<file path="config.mk">
export PLATFORM = sky130hd
export DESIGN_NAME = rob_retire_ctrl
export DESIGN_NICKNAME = d
export VERILOG_FILES = /design/src/rtl/rob_retire_ctrl.sv
export SDC_FILE = /design/constraint.sdc
export NUM_CORES = 1
export LEC_CHECK = 0
export BUFFER_PORTS_ARGS = -buffer_cell sky130_fd_sc_hd__buf_2
export CORE_UTILIZATION = 40
export CTS_CLUSTER_SIZE = 12
export DETAILED_ROUTE_END_ITERATION = 6
export GPL_TIMING_DRIVEN = 0
export HOLD_SLACK_MARGIN = 0.12
export PLACE_DENSITY = 0.75
export SYNTH_ARGS = -nofsm -noshare
export SYNTH_HDL_FRONTEND = slang
export SYNTH_SLANG_ARGS = --single-unit
</file>
<file path="constraint.sdc">
create_clock -name clk -period 4.1 [get_ports clk]
set_input_delay 0.82 -clock clk [delete_from_list [all_inputs] [get_ports clk]]
set_output_delay 0.82 -clock clk [all_outputs]
set_load 0.02 [all_outputs]
</file>
<file path="src/rtl/rob_retire_ctrl.sv">
`default_nettype none
// =============================================================================
// Module   : rob_retire_ctrl
// Brief    : In-order retirement from the ROB head into the free list and the
//            architectural map, with a multi-cycle flush on mispredict.
// Revision : 1.0 - initial release
// =============================================================================
module rob_retire_ctrl #(
    parameter  int AREG_W       = 5,
    parameter  int PREG_W       = 6,
    parameter  int FLUSH_CYCLES = 2,
    parameter  int CNT_W        = 32,
    localparam int ROB_W        = 2 + 2*PREG_W + AREG_W
) (
    input  logic              clk,
    input  logic              reset,
    input  logic [ROB_W-1:0]  robData_IN,
    input  logic              robEmpty_IN,
    input  logic              flFull_IN,
    input  logic              stall_IN,
    output logic              robPop_OUT,
    output logic              flPush_OUT,
    output logic [PREG_W-1:0] flData_OUT,
    output logic              commitValid_OUT,
    output logic [AREG_W-1:0] commitAreg_OUT,
    output logic [PREG_W-1:0] commitPreg_OUT,
    output logic              flush_OUT,
    output logic [CNT_W-1:0]  retiredCnt_OUT,
    output logic [CNT_W-1:0]  stallCnt_OUT
);

    localparam int FC_W = (FLUSH_CYCLES > 1) ? $clog2(FLUSH_CYCLES) : 1;
    localparam logic [FC_W-1:0] c_FLUSH_LOAD = FC_W'(FLUSH_CYCLES - 1);

    typedef enum logic [0:0] {
        RUN   = 1'b0,
        FLUSH = 1'b1
    } state_t;

    state_t            r_state;
    logic [FC_W-1:0]   r_flushCnt;
    logic [CNT_W-1:0]  r_retiredCnt;
    logic [CNT_W-1:0]  r_stallCnt;

    logic w_done;
    logic w_mispredict;
    logic w_headDone;
    logic w_retire;
    logic w_fullStall;

    assign w_done       = robData_IN[0];
    assign w_mispredict = robData_IN[1];

    // Strobes are qualified by reset so nothing leaks out while reset is held.
    assign w_headDone  = reset && (r_state == RUN) && !robEmpty_IN && w_done && !stall_IN;
    assign w_retire    = w_headDone && !flFull_IN;
    assign w_fullStall = w_headDone && flFull_IN;

    assign robPop_OUT      = w_retire;
    assign flPush_OUT      = w_retire;
    assign commitValid_OUT = w_retire;
    assign flush_OUT       = reset && (r_state == FLUSH);

    assign flData_OUT     = robData_IN[2 +: PREG_W];
    assign commitPreg_OUT = robData_IN[2 + PREG_W +: PREG_W];
    assign commitAreg_OUT = robData_IN[2 + 2*PREG_W +: AREG_W];

    assign retiredCnt_OUT = r_retiredCnt;
    assign stallCnt_OUT   = r_stallCnt;

    always_ff @(posedge clk) begin
        if (!reset) begin
            r_state    <= RUN;
            r_flushCnt <= '0;
        end else begin
            case (r_state)
                RUN: begin
                    if (w_retire && w_mispredict) begin
                        r_state    <= FLUSH;
                        r_flushCnt <= c_FLUSH_LOAD;
                    end
                end
                FLUSH: begin
                    if (r_flushCnt == '0) begin
                        r_state <= RUN;
                    end else begin
                        r_flushCnt <= r_flushCnt - FC_W'(1);
                    end
                end
                default: begin
                    r_state    <= RUN;
                    r_flushCnt <= '0;
                end
            endcase
        end
    end

    always_ff @(posedge clk) begin
        if (!reset) begin
            r_retiredCnt <= '0;
            r_stallCnt   <= '0;
        end else begin
            if (w_retire) begin
                r_retiredCnt <= r_retiredCnt + CNT_W'(1);
            end
            if (w_fullStall) begin
                r_stallCnt <= r_stallCnt + CNT_W'(1);
            end
        end
    end

endmodule
`default_nettype wire

</file>
==> results.rst <==
.. list-table::
   :header-rows: 1

   * - Metric
     - Value
   * - Clock-pin slew on the worst setup and hold paths
     - 70 ps
   * - Total Die Area
     - 8850 µm²
   * - Area added between synthesis and finish
     - 24.3%
   * - X dimension of the die
     - 94.1 µm
   * - Hold Path Depth
     - 1
   * - Inserted Diodes
     - 0
   * - Filler Cells Inserted
     - 791
   * - Worst setup path class
     - in -> out
   * - Weighted congestion reported at the end of routability-driven placement
     - 0.838
   * - Post-DR wirelength/cell
     - 14.9 µm
   * - Synth Cell Area
     - 3390 µm²
   * - Avg Vias per Cell
     - 5.77
   * - Number of H-tree levels
     - 3
   * - Final critical-path share of the clock period
     - 0.781
   * - Share of layout cells above drive strength 1
     - 0.263
   * - Post-CTS Hold Fix Bufs
     - 0
   * - Final Critical Period
     - 3200 ps
   * - Initial cell density of the core
     - 0.413
   * - Final total negative setup slack
     - 0 ps
   * - Inserted Clock Buffers
     - 9
   * - Crit path required time
     - 3280 ps
   * - Number of flops mapped to enable cells by yosys
     - 0
   * - Final nets
     - 527
   * - #FFs+latches synth
     - 66
   * - Vert. Die Dim
     - 94.1 µm
   * - Number of global-route vias before repair
     - 3,011
   * - Asr flop ratio synth
     - 0
   * - Largest net degree at the start of global routing
     - 12
   * - Aggregate routed wire length
     - 9.10 mm
   * - CTS sink cnt
     - 66
   * - Area occupied by registers
     - 1320 µm²
   * - Final-report setup violation count
     - 0
   * - Worst path arrival time
     - 2380 ps
   * - Drt pass-1 iters
     - 4
   * - Leakage power of the design
     - 1.62 nW
   * - Final Non-Filler Cells
     - 611
   * - Post-detailed-route count of antenna-violating nets
     - 0
   * - Sort of element at the start of the critical path
     - primary input
   * - Slew at the pin closest to its max-slew limit
     - 855 ps
   * - Max transition margin
     - 0.426
   * - Max Cap Viol
     - 0
   * - Area of the core
     - 8220 µm²
   * - Worst clock skew on the final layout
     - 9.54 ps
   * - Synthesized netlist net count
     - 425
   * - Number of antenna violations at the first check in global routing
     - 0
   * - Count of instances resized after the clock tree is built
     - 0
   * - Placement row count
     - 33
   * - Post-DP HPWL
     - 6.63 mm
   * - I/O pin total
     - 109
   * - Status
     - finished clean
   * - Vias
     - 3,524
   * - Type of destination of the critical path
     - primary output
   * - Worst min path class
     - reg -> reg
   * - Grt ovf
     - 0
   * - Setup repair after global routing missed its margin
     - false
   * - Maximum number of buffers from clock root to sink
     - 2
   * - Mapped Cells
     - 399
   * - Depth of the worst register-to-register path
     - 6
   * - Area taken by multi-input logic gates
     - 1780 µm²
   * - Post-CTS setup buffer count
     - 0
   * - Global router's overall resource usage
     - 0.203
   * - Top_reg_cell synth
     - sky130_fd_sc_hd__dfxtp_1
   * - Max Clock Freq
     - 0.312 GHz
   * - Inst Count DP
     - 595
   * - Clock tree from TritonCTS
     - yes
   * - Share of synthesized area occupied by flip-flops and latches
     - 0.390
   * - Cell at the root of the clock tree
     - sky130_fd_sc_hd__clkbuf_8
   * - Max Fanout on Critical Path
     - 9
   * - Yosys Warn Count
     - 0
   * - Hold violation count in the final report
     - 0
   * - Total power density per cell area
     - 323 nW/µm²
   * - Count of input and output buffers
     - 91
   * - Wire length of the first global-routing pass
     - 14.2 mm
   * - Core occupancy in the finished layout
     - 0.513
   * - Average cell area after synthesis
     - 8.50 µm²
   * - Library cells used by synthesis
     - 38
   * - Drt initial violations
     - 143
   * - Max Slew Vio Count
     - 0
   * - Worst IR Drop VDD
     - 141 µV
   * - DRC viols
     - 0
   * - Insertion delay to the later sink of the worst-skew pair
     - 350 ps
==> layer usage <==
metal | global-route usage | up-vias | wire, µm
met5 | 0 | - | 0
met4 | 0.105 | 0 | 242
met3 | 0.0307 | 16 | 542
met2 | 0.319 | 130 | 4190
met1 | 0.267 | 1670 | 4120
li1 | - | 1708 | -
==> through the flow <==
| stage | power [mW] | cell area, µm² | setup slack [ps] | hold WS [ps] |
|---|---|---|---|---|
| after detailed placement | 0.722 | 3980 | 927 | 465 |
| after global routing | 1.40 | 4220 | 814 | 495 |
| after CTS | 1.37 | 4220 | 904 | 475 |
| final | 1.36 | 4220 | 899 | 482 |
| after global placement | 0.721 | 3980 | 977 | 449 |
| after floorplan | 0.700 | 3390 | 1050 | 443 |
==> flip-flops by register name, summed over array words and instances (netlist names) <==
signal / flops
r_flushCnt: 1
stallCnt_OUT: 32
retiredCnt_OUT: 32
r_state: 1
==> critical path: stages <==
cell and delay [ps]:
sky130_fd_sc_hd__buf_2 190, sky130_fd_sc_hd__nand4bb_1 260, sky130_fd_sc_hd__nor3_1 730, sky130_fd_sc_hd__buf_4 220, sky130_fd_sc_hd__buf_2 150
==> layout make-up <==
type | instances | share of cell area
multi-input combinational | 280 | 0.423
inverter | 10 | 0.00890
timing repair buffer | 91 | 0.108
clock inverter | 4 | 0.0172
buffer | 43 | 0.0591
tap | 105 | 0.0312
clock buffer | 12 | 0.0392
sequential | 66 | 0.313
==> cell usage after synthesis, types with 3 or more instances <==
master / n / share of area
sky130_fd_sc_hd__buf_4: 19 / 0.042
sky130_fd_sc_hd__o21ai_0: 9 / 0.013
sky130_fd_sc_hd__mux2i_1: 6 / 0.018
sky130_fd_sc_hd__and2_1: 5 / 0.0092
sky130_fd_sc_hd__nand4_1: 24 / 0.044
sky130_fd_sc_hd__nor4_1: 6 / 0.011
sky130_fd_sc_hd__nor2_1: 17 / 0.019
sky130_fd_sc_hd__nand2_1: 24 / 0.027
sky130_fd_sc_hd__inv_1: 10 / 0.011
sky130_fd_sc_hd__xnor2_1: 5 / 0.013
sky130_fd_sc_hd__nand2b_1: 6 / 0.011
sky130_fd_sc_hd__xor2_1: 10 / 0.026
sky130_fd_sc_hd__clkbuf_1: 18 / 0.020
sky130_fd_sc_hd__o31ai_1: 31 / 0.069
sky130_fd_sc_hd__a21oi_1: 41 / 0.060
sky130_fd_sc_hd__buf_1: 3 / 0.0033
sky130_fd_sc_hd__and4_1: 9 / 0.023
sky130_fd_sc_hd__or3_1: 10 / 0.018
sky130_fd_sc_hd__dfxtp_1: 66 / 0.39
sky130_fd_sc_hd__nand3_1: 19 / 0.028
sky130_fd_sc_hd__or4_1: 31 / 0.069
sky130_fd_sc_hd__and3_1: 6 / 0.011
==> placed cells by master, fill, tap and decap left out, drive strengths merged, types with 5 or more instances in the layout <==
cell and n:
buf 116, dfxtp 66, a21oi 41, or4 32, o31ai 31, clkbuf 30, nand4 25, nand2 24
nand3 19, nor2 17, inv 10, or3 10, xor2 10, and4 9, o21ai 9, and3 6
nand2b 6, nor4 6, mux2i 6, and2 5, xnor2 5
==> report_power, final <==
| group | internal [mW] | total (mW) | switching, mW | leakage (nW) |
|---|---|---|---|---|
| combinational | 0.0248 | 0.0653 | 0.0405 | 0.969 |
| sequential | 0.641 | 0.642 | 0.000781 | 0.531 |
| clock | 0.391 | 0.655 | 0.263 | 0.119 |
| total | 1.06 | 1.36 | 0.304 | 1.62 |
==> path summary, 6_finish.rpt <==
| path | slack, ps | to | startpoint |
|---|---|---|---|
| max | 900 | robPop_OUT | reset |
| min | 480 | r_state$_SDFF_PN0_ | r_flushCnt$_SDFFE_PN0P_ |
| max reg2reg | 1870 | stallCnt_OUT[20]$_SDFFE_PN0P_ | stallCnt_OUT[3]$_SDFFE_PN0P_ |
| min reg2reg | 480 | r_state$_SDFF_PN0_ | r_flushCnt$_SDFFE_PN0P_ |
==> cells by family after synthesis <==
kind of cell | count (synthesis) | share of synthesized area
XOR/XNOR | 15 | 0.0387
AO/OA/AOI/OAI | 87 | 0.158
adder cells (fa/ha/maj) | 2 | 0.00738
buffers and inverters | 53 | 0.0845
AND/OR/NAND/NOR | 170 | 0.304
multiplexers | 6 | 0.0177
flip-flops | 66 | 0.390
Note: power is estimated with default switching activity, not from simulation.
